--- config.mk ---
export PLATFORM = sky130hd
export DESIGN_NAME = relu_quant_pipe
export DESIGN_NICKNAME = d
export VERILOG_FILES = /design/src/rtl/relu_quant_pkg.sv /design/src/rtl/relu_quant_lane.sv /design/src/rtl/relu_quant_pipe.sv
export SDC_FILE = /design/constraint.sdc
export NUM_CORES = 1
export LEC_CHECK = 0
export CORE_MARGIN = 2
export CORE_UTILIZATION = 55
export DETAILED_ROUTE_END_ITERATION = 8
export DONT_BUFFER_PORTS = 1
export GPL_TIMING_DRIVEN = 0
export PLACE_DENSITY_LB_ADDON = 0.25
export SLEW_MARGIN = 20
export SYNTH_ARGS = -nofsm -noshare
export SYNTH_HDL_FRONTEND = slang
export SYNTH_HIERARCHICAL = 1
export SYNTH_SLANG_ARGS = --single-unit
--- constraint.sdc ---
create_clock -name clk -period 11.5 [get_ports clk]
set_clock_uncertainty 0.15 [all_clocks]
set_input_delay 2.3 -clock clk [delete_from_list [all_inputs] [get_ports clk]]
set_output_delay 2.3 -clock clk [all_outputs]
set_load 0.02 [all_outputs]
--- src/rtl/relu_quant_pkg.sv ---
`default_nettype none
// ============================================================================
// Package     : relu_quant_pkg
// Description : Shared widths, lane-slicing helper and mode encoding for the
//               requantizing ReLU/pass activation pipeline.
// Revision    : 1.0 - initial release
// ============================================================================
package relu_quant_pkg;

    // Default datapath geometry
    localparam int DEF_DIN_W   = 16;
    localparam int DEF_DOUT_W  = 8;
    localparam int DEF_LANES   = 4;
    localparam int DEF_SHIFT_W = 4;

    // Activation mode encoding carried by cfg_relu
    localparam logic RELU_MODE = 1'b1;
    localparam logic PASS_MODE = 1'b0;

    // LSB position of a lane inside a flattened multi-lane bus
    function automatic int lane_lo(input int lane, input int width);
        return lane * width;
    endfunction

endpackage
`default_nettype wire

--- src/rtl/relu_quant_lane.sv ---
`default_nettype none
// ============================================================================
// Module      : relu_quant_lane
// Description : Combinational arithmetic for one lane. The front half does
//               ReLU gating plus arithmetic shift with round-half-up; the
//               back half clamps an already-registered rounded value to the
//               clip range and truncates to the output width.
// Revision    : 1.0 - initial release
// ============================================================================
module relu_quant_lane
    import relu_quant_pkg::*;
#(
    parameter int DIN_W   = DEF_DIN_W,
    parameter int DOUT_W  = DEF_DOUT_W,
    parameter int SHIFT_W = DEF_SHIFT_W
) (
    // front half: shift and round
    input  logic [DIN_W-1:0]         i_x,
    input  logic [SHIFT_W-1:0]       i_shift,
    input  logic                     i_relu,
    output logic signed [DIN_W:0]    o_rnd,
    // back half: clamp on the registered value
    input  logic signed [DIN_W:0]    i_rnd_q,
    input  logic                     i_relu_q,
    input  logic [DOUT_W-2:0]        i_clip_q,
    output logic [DOUT_W-1:0]        o_data,
    output logic                     o_sat
);

    logic signed [DIN_W:0]  w_x_ext;
    logic signed [DIN_W:0]  w_shifted;
    logic signed [DIN_W:0]  w_rbit_ext;
    logic [SHIFT_W-1:0]     w_sh_m1;
    logic                   w_rbit;
    logic signed [DIN_W:0]  w_clip_pos;
    logic signed [DIN_W:0]  w_clip_neg;

    // One extra bit of headroom so the +1 rounding carry can never wrap
    assign w_x_ext    = {i_x[DIN_W-1], i_x};
    assign w_shifted  = w_x_ext >>> i_shift;
    assign w_sh_m1    = i_shift - {{(SHIFT_W-1){1'b0}}, 1'b1};
    assign w_rbit     = (i_shift != '0) ? i_x[w_sh_m1] : 1'b0;
    assign w_rbit_ext = {{DIN_W{1'b0}}, w_rbit};

    // ReLU zeroes negative inputs before rounding; otherwise round half up
    always_comb begin
        o_rnd = w_shifted + w_rbit_ext;
        if ((i_relu == RELU_MODE) && i_x[DIN_W-1]) begin
            o_rnd = '0;
        end
    end

    assign w_clip_pos = {{(DIN_W + 2 - DOUT_W){1'b0}}, i_clip_q};
    assign w_clip_neg = -w_clip_pos;

    // Clamp to [0,clip] in ReLU mode or [-clip,clip] in pass mode, then
    // truncate; the clamped value always fits the signed output width
    always_comb begin
        o_data = i_rnd_q[DOUT_W-1:0];
        o_sat  = 1'b0;
        if (i_rnd_q > w_clip_pos) begin
            o_data = w_clip_pos[DOUT_W-1:0];
            o_sat  = 1'b1;
        end else if ((i_relu_q == PASS_MODE) && (i_rnd_q < w_clip_neg)) begin
            o_data = w_clip_neg[DOUT_W-1:0];
            o_sat  = 1'b1;
        end
    end

endmodule
`default_nettype wire

--- src/rtl/relu_quant_pipe.sv ---
`default_nettype none
// ============================================================================
// Module      : relu_quant_pipe
// Description : Two-stage, multi-lane requantizing activation stage with a
//               full valid/ready handshake. Stage 1 holds the shifted and
//               rounded lanes with the beat's mode and clip; stage 2 holds
//               the clamped result and drives the outputs. Back-pressure
//               stalls the pipe without loss.
//               Optional macro RELU_QUANT_SAT_CNT_EN adds a saturating
//               counter of clamped lanes per output handshake, with the
//               sat_cnt_clr / sat_cnt ports.
// Revision    : 1.0 - initial release
// ============================================================================
module relu_quant_pipe
    import relu_quant_pkg::*;
#(
    parameter int DIN_W   = DEF_DIN_W,
    parameter int DOUT_W  = DEF_DOUT_W,
    parameter int LANES   = DEF_LANES,
    parameter int SHIFT_W = DEF_SHIFT_W
) (
    input  logic                      clk,
    input  logic                      rst,
    input  logic                      in_vld,
    output logic                      in_rdy,
    input  logic [LANES*DIN_W-1:0]    in_data,
    input  logic                      cfg_relu,
    input  logic [SHIFT_W-1:0]        cfg_shift,
    input  logic [DOUT_W-2:0]         cfg_clip,
`ifdef RELU_QUANT_SAT_CNT_EN
    input  logic                      sat_cnt_clr,
    output logic [15:0]               sat_cnt,
`endif
    output logic                      out_vld,
    input  logic                      out_rdy,
    output logic [LANES*DOUT_W-1:0]   out_data,
    output logic [LANES-1:0]          out_sat
);

    localparam int c_rnd_w = DIN_W + 1;

    logic                        w_adv1;
    logic                        w_adv2;
    logic [LANES*c_rnd_w-1:0]    w_rnd;
    logic [LANES*DOUT_W-1:0]     w_lane_data;
    logic [LANES-1:0]            w_lane_sat;

    logic                        r_s1_vld;
    logic                        r_s1_relu;
    logic [DOUT_W-2:0]           r_s1_clip;
    logic [LANES*c_rnd_w-1:0]    r_s1_rnd;

    logic                        r_s2_vld;
    logic [LANES*DOUT_W-1:0]     r_s2_data;
    logic [LANES-1:0]            r_s2_sat;

    // A stage advances when it is empty or the stage after it advances
    assign w_adv2 = !r_s2_vld || out_rdy;
    assign w_adv1 = !r_s1_vld || w_adv2;
    assign in_rdy = w_adv1;

    for (genvar i = 0; i < LANES; i++) begin : g_lanes
        relu_quant_lane #(
            .DIN_W   (DIN_W),
            .DOUT_W  (DOUT_W),
            .SHIFT_W (SHIFT_W)
        ) u_lane (
            .i_x      (in_data[lane_lo(i, DIN_W) +: DIN_W]),
            .i_shift  (cfg_shift),
            .i_relu   (cfg_relu),
            .o_rnd    (w_rnd[lane_lo(i, c_rnd_w) +: c_rnd_w]),
            .i_rnd_q  (r_s1_rnd[lane_lo(i, c_rnd_w) +: c_rnd_w]),
            .i_relu_q (r_s1_relu),
            .i_clip_q (r_s1_clip),
            .o_data   (w_lane_data[lane_lo(i, DOUT_W) +: DOUT_W]),
            .o_sat    (w_lane_sat[i])
        );
    end

    // Stage 1: capture rounded lanes plus the beat's mode and clip
    always_ff @(posedge clk) begin
        if (rst) begin
            r_s1_vld  <= 1'b0;
            r_s1_relu <= PASS_MODE;
            r_s1_clip <= '0;
            r_s1_rnd  <= '0;
        end else if (w_adv1) begin
            r_s1_vld <= in_vld;
            if (in_vld) begin
                r_s1_relu <= cfg_relu;
                r_s1_clip <= cfg_clip;
                r_s1_rnd  <= w_rnd;
            end
        end
    end

    // Stage 2: capture clamped lanes; held stable while downstream stalls
    always_ff @(posedge clk) begin
        if (rst) begin
            r_s2_vld  <= 1'b0;
            r_s2_data <= '0;
            r_s2_sat  <= '0;
        end else if (w_adv2) begin
            r_s2_vld <= r_s1_vld;
            if (r_s1_vld) begin
                r_s2_data <= w_lane_data;
                r_s2_sat  <= w_lane_sat;
            end
        end
    end

    assign out_vld  = r_s2_vld;
    assign out_data = r_s2_data;
    assign out_sat  = r_s2_sat;

`ifdef RELU_QUANT_SAT_CNT_EN
    logic [16:0] w_sat_sum;
    logic [15:0] r_sat_cnt;

    // Add the number of clamped lanes on each output handshake
    always_comb begin
        w_sat_sum = {1'b0, r_sat_cnt};
        if (r_s2_vld && out_rdy) begin
            for (int i = 0; i < LANES; i++) begin
                w_sat_sum = w_sat_sum + 17'(r_s2_sat[i]);
            end
        end
    end

    // Saturating count; clear has priority over a same-cycle increment
    always_ff @(posedge clk) begin
        if (rst || sat_cnt_clr) begin
            r_sat_cnt <= '0;
        end else if (w_sat_sum[16]) begin
            r_sat_cnt <= 16'hFFFF;
        end else begin
            r_sat_cnt <= w_sat_sum[15:0];
        end
    end

    assign sat_cnt = r_sat_cnt;
`else
    // Saturation counter not built in this configuration
`endif

endmodule
`default_nettype wire

==> summary.txt, run 1 <==
Setup path
  • FF-to-FF Start: r_s1_clip[2]$_SDFFE_PP0P_
  • Worst Setup End Kind: register
  • Required @ worst endpoint: 11700 ps
  • CP max stage cell: nor4b_2
  • CP max FO: 10
  • Max incr delay on CP: 530 ps
  • Worst path cell trace: buf_6 > buf_12 > buf_6 > inv_1 > ha_1 > mux4_2 > nor2b_1 > a211oi_1 > a221oi_1 > ha_1 > nand3_1 > a2bb2oi_2 > nor4b_2 > and2_4 > nor3_1 > a211oi_1 > nand2b_1 > mux2i_1
  • Arr. time, crit path: roughly 6000 ps
  • Worst setup path start: cfg_shift[0]
  • Startpoint type of the worst setup path: input port
  • CP Class: in2reg

Synth
  • Syn_nets: approximately 1.9k
  • Async S/R FF share, synth: 0
  • Avg Synthesized Cell Area: between 8 and 9 µm²
  • Cell variety after synth: a little under 90
  • Post-Syn Area: 0.0141 mm²
  • Top_reg_cell synth: dfxtp_1
  • Cell count after synthesis: 1684
  • Post-synth EDFFs: 0
  • Post-synthesis sequential area ratio: 0.161
  • Synth Register Bits: 114
  • Yosys warning count: 6

STA
  • Final-report setup violation count: 0
  • Crit share post-route: 0.489
  • Unrepaired setup endpoints after global routing: false
  • Fmax: 0.178 GHz
  • Rel. slew slack: 0.338
  • Setup TNS: 0 ps
  • Final hold vios: 0
  • Slew Limit Fails: 0
  • Fin Hold WS: 326 ps
  • Worst setup margin: 5870 ps
  • Least-Margin Pin Slew: 992 ps
  • Min Clock Period, post-route: about 5600 ps

GRT
  • First-pass GRT wire length: 61.7 mm
  • GR Overflow Total: 0
  • GR Util All Layers: 0.280
  • Largest net degree at the start of global routing: 23
  • Vias in the first global route: about 12k
  • Antenna violations before repair: 0

Routing
  • Post-Route WL: approximately 38 mm
  • Router iterations before antenna repair: 5
  • Vias: about 13k
  • DR vias/cell: 6.24
  • Initial drt markers: around 1.0k
  • Routed length per placed instance: 18.4 µm
  • Post-route ant nets: 0
  • DR DRC count: 0

Layout
  • Final non-filler cell total: 2045
  • Layout cell share with drive strength beyond 1: 0.124
  • Area grow syn2layout: 7.19%
  • Final nets: 1895
  • ANT cells: 0

Clock network
  • CTS tree: done
  • TritonCTS buffer count: 17
  • Post-CTS Setup Bufs: 0
  • Clock Latency Late Sink: around 420 ps
  • Post-CTS Resized: 0
  • Cts hold-fix bufs: 0
  • Reg clk slew, reported paths: 60 ps
  • CTS max path bufs: 2
  • CTS H-tree depth: 4
  • CTS Root Cell: clkbuf_16
  • Clock Sinks: 114

Floorplan
  • Initial Util: 0.562
  • Core area: 0.0252 mm²
  • Full die area: 0.0270 mm²
  • Die Wd: between 150 and 200 µm
  • Die Y-Extent: 164 µm
  • IO Pins: 118
  • Row cnt: 58

Power
  • Worst vdd ir: 0.000118 V
  • Pwr Density: 110 mW/mm²
  • P_leak: between 6 and 7 nW

Status
  • Status: completed

Flow run
  • Max-cap viol count: 0

Place
  • RD Place Congestion: 0.944
  • Detailed Place HPWL: 29.1 mm
  • Placed cells: 2014
  • Post-place setup slack: 5470 ps
  • PortBufs: 0

Min path
  • Worst Hold Launch: r_s1_rnd[0]$_SDFFE_PP0P_
  • Hold Path Class: reg2reg
## worst max-delay path, delay by kind of cell
family / cells / cell delay (ps)
buffers and inverters: 4 / 530
AND/OR/NAND/NOR: 6 / 1170
adder cells (fa/ha/maj): 2 / 630
multiplexers: 2 / 390
AO/OA/AOI/OAI: 4 / 800
## metrics by stage
| stage | cell area [µm²] | utilization | power [mW] |
|---|---|---|---|
| floorplan | 14100 | - | 0.969 |
| global placement | 14600 | 0.578 | 1.09 |
| detailed placement | 14600 | 0.578 | 1.11 |
| CTS | 15200 | 0.602 | 1.66 |
| global route | 15200 | 0.602 | 1.76 |
| finish | 15200 | 0.602 | 1.66 |
## cells by family after synthesis
group / count (synthesis) / share of synthesized area
xor gates and xnor gates: 55 / 0.0341
buffers and inverters: 186 / 0.0698
muxes: 211 / 0.211
and+or+nand+nor: 650 / 0.252
adders and majority gates: 112 / 0.0991
AOI/OAI and AO/OA: 356 / 0.173
DFF: 114 / 0.161
## where the power goes
part	internal, mW	total [mW]	leakage (nW)	switching (mW)
logic	0.287	0.642	4.91	0.356
registers	0.425	0.473	0.933	0.0483
clock network	0.356	0.547	0.296	0.191
total	1.07	1.66	6.14	0.595
## cell usage in the layout, fill, tap and decap left out, drive strengths merged, types with 8 or more instances in the layout
cell type	instances
a211oi	23
nand3	62
xor2	22
clkbuf	77
a2bb2oi	16
o21bai	9
mux2i	127
o21ai	84
mux2	20
ha	112
o21a	12
a211o	8
mux4	64
and2	30
nand4	22
a21oi	93
a31oi	17
dfxtp	114
xnor2	33
nor3	49
nand2	106
or2	10
o221ai	8
inv	68
nor2b	12
buf	62
a21o	25
o31ai	11
nor2	103
and3	26
nand2b	185
nor4	12
## sequential cells by signal, summed over array words and instances (netlist names)
| register | count |
|---|---|
| r_s1_relu | 1 |
| r_s1_rnd | 68 |
| r_s1_clip | 7 |
| out_vld | 1 |
| out_data | 32 |
| r_s1_vld | 1 |
| out_sat | 4 |
## area by class of cell
class | count | area, µm²
clock buffer | 22 | 474
clock inverter | 9 | 130
buffer | 117 | 728
inverter | 69 | 259
tap | 330 | 413
fill | 2203 | 10000
sequential | 114 | 2280
multi-input combinational | 1384 | 10900
## Yosys cell counts (all sizes together), types with 5 or more instances
cell type	n	area share
nand2b	185	0.082
mux2i	127	0.090
dfxtp	114	0.16
ha	112	0.099
nand2	106	0.028
nor2	103	0.028
a21oi	93	0.033
o21ai	84	0.030
inv	68	0.018
mux4	64	0.10
buf	62	0.035
nand3	62	0.023
clkbuf	55	0.017
nor3	49	0.018
xnor2	33	0.020
and2	30	0.015
and3	26	0.012
a21o	25	0.013
a211oi	23	0.013
nand4	22	0.0097
xor2	22	0.014
mux2	20	0.017
a31oi	17	0.011
a2bb2oi	16	0.011
nor2b	12	0.0058
nor4	12	0.0053
o21a	12	0.0064
o31ai	11	0.0062
or2	10	0.0044
o21bai	9	0.0048
a211o	8	0.0050
o221ai	8	0.0050
a2111oi	7	0.0057
nor3b	7	0.0037
nor4b	7	0.0061
a41oi	6	0.0037
o211ai	6	0.0032
and4	5	0.0031
or3	5	0.0026
## worst paths after layout
kind                                     to  slack (ps)  cells past startpoint
hold / removal     r_s1_rnd[0]$_SDFFE_PP0P_         330                      2
setup / recovery  r_s1_rnd[13]$_SDFFE_PP0P_        5870                     18
setup reg to reg  out_data[31]$_SDFFE_PP0P_        6580                     17
hold reg to reg    r_s1_rnd[0]$_SDFFE_PP0P_         330                      2
## routing by layer
| layer | part of all wire | global-route usage | vias to the layer above |
|---|---|---|---|
| met1 | 0.46 | 0.388 | 6027 |
| met2 | 0.46 | 0.454 | 476 |
| met3 | 0.066 | 0.0391 | 51 |
| li1 | - | - | 6213 |
| met4 | 0.017 | 0.0778 | 0 |
| met5 | 0 | 0 | - |
(Power assumes the default switching activity.)
==> run 2: changes to the inputs <==
ABC_AREA = 1   (was default)
clock period = 5.7 ns   (was 11.5 ns; I/O delays follow)
==> run 2 against run 1 <==
Register-to-register slack worse by 4800 ps. Count of clock-buffer cells in the layout shrank 4. Design area is 5.9% higher. Die area is 6.3% higher. Critical path type is now reg2reg. Largest power group unchanged. Highest routed layer unchanged.
==> summary.txt, run 2 <==
Setup path
  • CP Class: reg2reg
  • Crit-path leading delay family: simple AND/OR/NAND/NOR gates
  • Max incr delay on CP: 840 ps (+310 ps)
  • Worst path cell trace: inv_1 > ha_1 > nand4_1 > nor2_1 > ha_1 > inv_1 > ha_1 > nand2_1 > nor2_1 > nand4_1 > nor2_1 > nor2_1 > nand3_1 > nand3_2 > nor3_1 > nor2_1 > nand3b_1 > nand2_1 > nor2_1
  • CP max FO: 17 (+7)
  • Startpoint type of the worst setup path: register
  • Worst Setup End Kind: register
  • Required @ worst endpoint: 5860 ps (-5840 ps)
  • Arr. time, crit path: 4090 ps (-1740 ps)
  • CP most frequent cell: nor2_1
  • CP max stage cell: dfxtp_1
  • CP Buf/Inv Count: 2 (-2)

Synth
  • Top_reg_cell synth: dfxtp_1
  • Post-synthesis sequential area ratio: 0.152 (-0.00976)
  • Avg Synthesized Cell Area: 5.69 µm² (-32%)
  • Most common cell in the netlist: nand2_1
  • Syn_nets: 2840 (+51%)
  • Yosys warning count: 6 (unchanged)
  • Post-Syn Area: 0.0151 mm² (+6.4%)
  • Cell variety after synth: 43 (-51%)
  • Top cells by area, synth: nand2_1 (19%), dfxtp_1 (15%), nand3_1 (12%)
  • Share of the synthesized area in the top cell type: 0.191 (+0.0301)
  • Cell count after synthesis: 2648 (+57%)
  • Async S/R FF share, synth: 0 (unchanged)
  • Post-synth top cells: nand2_1 (768), nand3_1 (369), nor2_1 (356)
  • Post-synth EDFFs: 0 (unchanged)
  • Yosys top cell by area: nand2_1
  • Synth Register Bits: 114 (unchanged)

Power
  • Worst vdd ir: 0.000225 V (+90%)
  • Pwr Density: 207 mW/mm² (+89%)
  • Seq pwr share: 0.293 (+0.008)
  • Internal Power: 1.96 mW (+83%)
  • P_leak: 8.91 nW (+45%)
  • Net Sw Frac: 0.411 (+0.0538)
  • Comb pwr share: 0.401 (+0.015)
  • Clock power share: 0.306 (-0.023)
  • Psw: 1.37 mW (+130%)

Layout
  • Max FFs per register: 68 (unchanged)
  • Footprint of the multi-input gates: 0.0108 mm² (-1.1%)
  • Area occupied by registers: 0.00228 mm² (unchanged)
  • Biggest register: r_s1_rnd
  • FILL cells: 2722 (+24%)
  • Layout cell share with drive strength beyond 1: 0.0940 (-0.0296)
  • ANT cells: 0 (unchanged)
  • Final non-filler cell total: 3021 (+48%)
  • Final nets: 2859 (+51%)
  • Area grow syn2layout: 6.61%
  • Commonest non-fill, non-tap cell in the layout: nand2_1
  • Commonest cells after routing, fill and taps aside: nand2_1 (768), nand3_1 (369), nor2_1 (356), inv_1 (329), a21oi_1 (134)

Clock network
  • Cts hold-fix bufs: 0 (unchanged)
  • CTS max path bufs: 2 (unchanged)
  • Post-CTS Setup Bufs: 0 (unchanged)
  • Clock Latency Late Sink: 420 ps (about the same)
  • TritonCTS buffer count: 17 (unchanged)
  • Reg clk slew, reported paths: 60 ps (about the same)
  • CTS H-tree depth: 4 (unchanged)
  • CTS tree: done
  • Clock Sinks: 114 (unchanged)
  • Post-CTS Resized: 0 (unchanged)
  • CTS Root Cell: clkbuf_16

STA
  • Fmax: 0.254 GHz
  • Unrepaired setup endpoints after global routing: false
  • Slew Limit Fails: 0 (unchanged)
  • Least-Margin Pin Slew: 853 ps (-139 ps)
  • Final-report setup violation count: 0 (unchanged)
  • Min Clock Period, post-route: 3930 ps
  • Crit share post-route: 0.690
  • Setup TNS: 0 ps (unchanged)
  • Rel. slew slack: 0.431 (+0.0929)
  • Final hold vios: 0 (unchanged)

Floorplan
  • IO Pins: 118 (unchanged)
  • Die Y-Extent: 169 µm (+3.1%)
  • Initial Util: 0.559 (-0.00308)
  • Row cnt: 60 (+3.4%)
  • Core area: 0.0270 mm² (+7.0%)
  • Die Wd: 169 µm (+3.1%)
  • Full die area: 0.0287 mm² (+6.3%)

Status
  • Status: completed

Routing
  • Vias: 16.4k (+28%)
  • DR vias/cell: 5.42 (-13%)
  • DR DRC count: 0 (unchanged)
  • Initial drt markers: 1178 (+13%)
  • Post-Route WL: 42.0 mm (+12%)
  • Routed length per placed instance: 13.9 µm (-24%)
  • Router iterations before antenna repair: 6 (+1)
  • Post-route ant nets: 0 (unchanged)

GRT
  • Largest net degree at the start of global routing: 25 (+8.7%)
  • Routing usage on met1: 0.406 (+0.0181)
  • Met3 GRT Util: 0.0352 (-0.00393)
  • Vias in the first global route: 15.2k (+24%)
  • GR peak layer: met2
  • Antenna violations before repair: 0 (unchanged)
  • GRT met2 Usage: 0.478 (+0.0237)
  • First-pass GRT wire length: 71.4 mm (+16%)
  • GR Overflow Total: 0 (unchanged)
  • GR Util All Layers: 0.293 (+0.0131)

Place
  • Placed cells: 2989 (+48%)
  • PortBufs: 0 (unchanged)
  • RD Place Congestion: 0.944 (about the same)
  • Detailed Place HPWL: 33.7 mm (+16%)

Flow run
  • Max-cap viol count: 0 (unchanged)

Min path
  • Hold Path Class: reg2reg
-- run 2: worst reg2reg max path, cell delays in order (launching register included) --
cell and delay [ps]:
dfxtp_1 840, inv_1 130, ha_1 280, nand4_1 190, nor2_1 60, ha_1 320, inv_1 50, ha_1 280
nand2_1 60, nor2_1 110, nand4_1 120, nor2_1 110, nor2_1 60, nand3_1 250, nand3_2 240, nor3_1 200
nor2_1 90, nand3b_1 150, nand2_1 70, nor2_1 40
-- run 2: kinds of logic after synthesis --
group | Yosys count | share of synthesized area
flops | 114 | 0.152
simple gates | 1735 | 0.531
compound gates | 215 | 0.0786
xor+xnor | 21 | 0.0122
fa+ha+maj | 112 | 0.0931
buf+inv | 451 | 0.134
-- run 2: area by class of cell --
type	instances	area share
buffer	107	0.0434
clock buffer	18	0.0274
inverter	344	0.0822
sequential	114	0.142
tap	341	0.0266
multi-input combinational	2083	0.670
clock inverter	14	0.00803
-- run 2: worst paths after layout --
path	start	endpoint	slack (ps)	cells after the start
worst max-delay path	r_s1_clip[0]$_SDFFE_PP0P_	out_data[31]$_SDFFE_PP0P_	1770	19
worst min-delay path	r_s1_rnd[51]$_SDFFE_PP0P_	r_s1_rnd[51]$_SDFFE_PP0P_	340	2
worst max register to register	r_s1_clip[0]$_SDFFE_PP0P_	out_data[31]$_SDFFE_PP0P_	1770	19
worst min register to register	r_s1_rnd[51]$_SDFFE_PP0P_	r_s1_rnd[51]$_SDFFE_PP0P_	340	2
-- run 2: through the flow --
| step | utilization | cell area [µm²] | power [mW] | hold slack (ps) | setup slack (ps) |
|---|---|---|---|---|---|
| after floorplan | - | 15100 | 2.01 | 302 | 1920 |
| after global placement | 0.574 | 15500 | 2.25 | 316 | 1400 |
| after detailed placement | 0.574 | 15500 | 2.29 | 323 | 1440 |
| after CTS | 0.596 | 16100 | 3.31 | 337 | 1810 |
| after global routing | 0.596 | 16100 | 3.58 | 378 | 1390 |
| final | 0.596 | 16100 | 3.33 | 336 | 1770 |
-- run 2: layer usage --
layer  vias up  part of all wire
met4         0             0.021
met1      7159              0.48
met5         -                 0
met3        78             0.069
li1       8562                 -
met2       586              0.43
-- run 2: power by group through the flow --
| stage | combinational [mW] | clock (mW) | sequential, mW |
|---|---|---|---|
| 2_1_floorplan | 1.05 | 0 | 0.955 |
| 3_3_place_gp | 1.27 | 0 | 0.986 |
| 3_5_place_dp | 1.30 | 0 | 0.989 |
| 4_1_cts | 1.31 | 1.03 | 0.972 |
| 5_1_grt | 1.53 | 1.06 | 0.983 |
| 6_report | 1.33 | 1.02 | 0.976 |
==> run 3: changes to the inputs <==
clock period = 3.7 ns   (was 5.7 ns; I/O delays follow)
==> run 3 against run 2 <==
Worst setup slack got worse by 1500 ps. Die area unchanged. Maximum frequency increased by 13%. Global-route usage unchanged. Critical path type unchanged.
==> summary.txt, run 3 (synthesis gave the netlist of run 2 again) <==
STA
  • Crit share post-route: 0.940 (+0.250)
  • Fin Hold WS: 242 ps (-94.2 ps)
  • Least-Margin Pin Slew: 635 ps (-218 ps)
  • Fmax: 0.288 GHz (+13%)
  • Setup TNS: 0 ps (unchanged)
  • Rel. slew slack: 0.576 (+0.145)
  • Final hold vios: 0 (unchanged)
  • Slew Limit Fails: 0 (unchanged)
  • Min Clock Period, post-route: 3480 ps (-454 ps)
  • Final-report setup violation count: 0 (unchanged)

Layout
  • Area grow syn2layout: 7.27%
  • Commonest non-fill, non-tap cell in the layout: nand2_1
  • Commonest cells after routing, fill and taps aside: nand2_1 (766), nand3_1 (365), nor2_1 (356), inv_1 (329), a21oi_1 (134)
  • Final nets: 2861 (+0.070%)
  • Max FFs per register: 68 (unchanged)
  • FILL cells: 2703 (-0.70%)
  • Biggest register: r_s1_rnd
  • ANT cells: 0 (unchanged)
  • Layout cell share with drive strength beyond 1: 0.101 (+0.00664)

GRT
  • Largest net degree at the start of global routing: 25 (unchanged)
  • Antenna violations before repair: 0 (unchanged)
  • First-pass GRT wire length: 71.4 mm (unchanged)
  • Vias in the first global route: 15.2k (unchanged)
  • GR Util All Layers: 0.293 (unchanged)
  • GR Overflow Total: 0 (unchanged)

Setup path
  • Worst Setup End Kind: register
  • CP max FO: 13 (-4)
  • CP Class: reg2reg
  • Startpoint type of the worst setup path: register
  • Arr. time, crit path: 3630 ps (-460 ps)
  • Required @ worst endpoint: 3850 ps (-2010 ps)

Power
  • Pwr Density: 319 mW/mm² (+54%)
  • P_leak: 8.96 nW (+0.54%)
  • Worst vdd ir: 0.000341 V (+51%)

Clock network
  • Reg clk slew, reported paths: 60 ps (about the same)
  • Clock Sinks: 114 (unchanged)
  • CTS max path bufs: 2 (unchanged)
  • CTS tree: done
  • CTS Root Cell: clkbuf_16
  • Clock Latency Late Sink: 420 ps (about the same)
  • CTS H-tree depth: 4 (unchanged)
  • TritonCTS buffer count: 17 (unchanged)

Place
  • RD Place Congestion: 0.944 (unchanged)
  • Detailed Place HPWL: 33.7 mm (unchanged)
  • PortBufs: 0 (unchanged)

Routing
  • Routed length per placed instance: 13.9 µm (about the same)
  • DR vias/cell: 5.41 (-0.21%)
  • Initial drt markers: 1236 (+4.9%)
  • Vias: 16.4k (-0.15%)
  • DR DRC count: 0 (unchanged)
  • Post-route ant nets: 0 (unchanged)
  • Router iterations before antenna repair: 6 (unchanged)
  • Post-Route WL: 42.0 mm (+0.14%)

Floorplan
  • Core area: 0.0270 mm² (unchanged)
  • Initial Util: 0.559 (unchanged)
  • Row cnt: 60 (unchanged)
  • Die Y-Extent: 169 µm (unchanged)
  • Die Wd: 169 µm (unchanged)
  • IO Pins: 118 (unchanged)
  • Full die area: 0.0287 mm² (unchanged)

Min path
  • Hold Path Class: in2reg

Status
  • Status: completed

Flow run
  • Max-cap viol count: 0 (unchanged)
==> run 3: cell count changes in the layout (fill, tap and decap cells not counted), moves of 2 or more <==
cell / change
a221oi_1: -2
dfxtp_1: -6
a221oi_2: +2
dfxtp_4: +2
buf_4: +2
nand3_1: -4
nand3_4: +3
dfxtp_2: +4
nand2_2: +2
nand2_1: -2
==> run 3: path summary, 6_finish.rpt <==
path	cells after the start	start	to	slack, ps
max	20	r_s1_clip[1]$_SDFFE_PP0P_	out_data[31]$_SDFFE_PP0P_	220
min	1	rst	out_vld$_SDFFE_PP0P_	240
max reg2reg	20	r_s1_clip[1]$_SDFFE_PP0P_	out_data[31]$_SDFFE_PP0P_	220
min reg2reg	2	r_s1_rnd[51]$_SDFFE_PP0P_	r_s1_rnd[51]$_SDFFE_PP0P_	340
==> run 3: final cells by class <==
cell class | count | area (µm²) | share of cell area
multi-input cells | 2083 | 10800 | 0.671
inverters | 344 | 1320 | 0.0817
well taps | 341 | 427 | 0.0264
repair buffers | 2 | 15.0 | 0.000930
clock inverters | 14 | 129 | 0.00798
clock buffers | 18 | 439 | 0.0272
plain buffers | 107 | 697 | 0.0432
flip-flops and latches | 114 | 2290 | 0.142
==> run 3: power breakdown <==
part	total (mW)	internal (mW)	switching (mW)
clock	1.57	0.947	0.624
combinational	2.07	0.749	1.33
sequential	1.50	1.33	0.172
total	5.15	3.03	2.12
==> run 3: timing repair <==
| item | in CTS | in global routing |
|---|---|---|
| gates resized for setup | 4 | 17 |
| endpoints found under the setup margin | 35 | 40 |
| hold endpoints to repair | 0 | 0 |
| setup buffers | 0 | 2 |
| cloned | 0 | 0 |
| hold buffers | 0 | 0 |
==> run 3: per-layer routing <==
layer  vias to the layer above  GRT usage  wire length (µm)
met5                         -          0                 0
met2                       570      0.478             18200
met1                      7150      0.406             20000
met4                         0     0.0829               851
met3                        74     0.0352              2920
li1                       8567          -                 -
==> run 3: metrics by stage <==
| step | power (mW) | utilization | setup WS (ps) | area (µm²) | cells |
|---|---|---|---|---|---|
| 5_1_grt | 5.53 | 0.599 | -5.93 | 16200 | 3023 |
| 3_3_place_gp | 3.47 | 0.574 | -196 | 15500 | 2989 |
| 6_report | 5.15 | 0.599 | 223 | 16200 | 3023 |
| 4_1_cts | 5.10 | 0.596 | 87.3 | 16100 | 3021 |
| 3_5_place_dp | 3.53 | 0.574 | -170 | 15500 | 2989 |
| 2_1_floorplan | 3.09 | - | 320 | 15100 | 2648 |
==> run 3: worst max-delay path, cell delays in order (launching register included) <==
cell      delay [ps]
dfxtp_4          470
inv_1            100
ha_1             230
nand4_1          190
nor2_1            70
ha_1             310
inv_1             50
ha_1             280
a21oi_1          140
nor2_1            50
nor3_1           120
nand2_1           70
nand2_1           80
nand2_1           60
nand2_1          200
nand3_2          220
nor3_1           210
nor2_1            90
nand3b_1         160
nand2_1           70
nor2_1            40
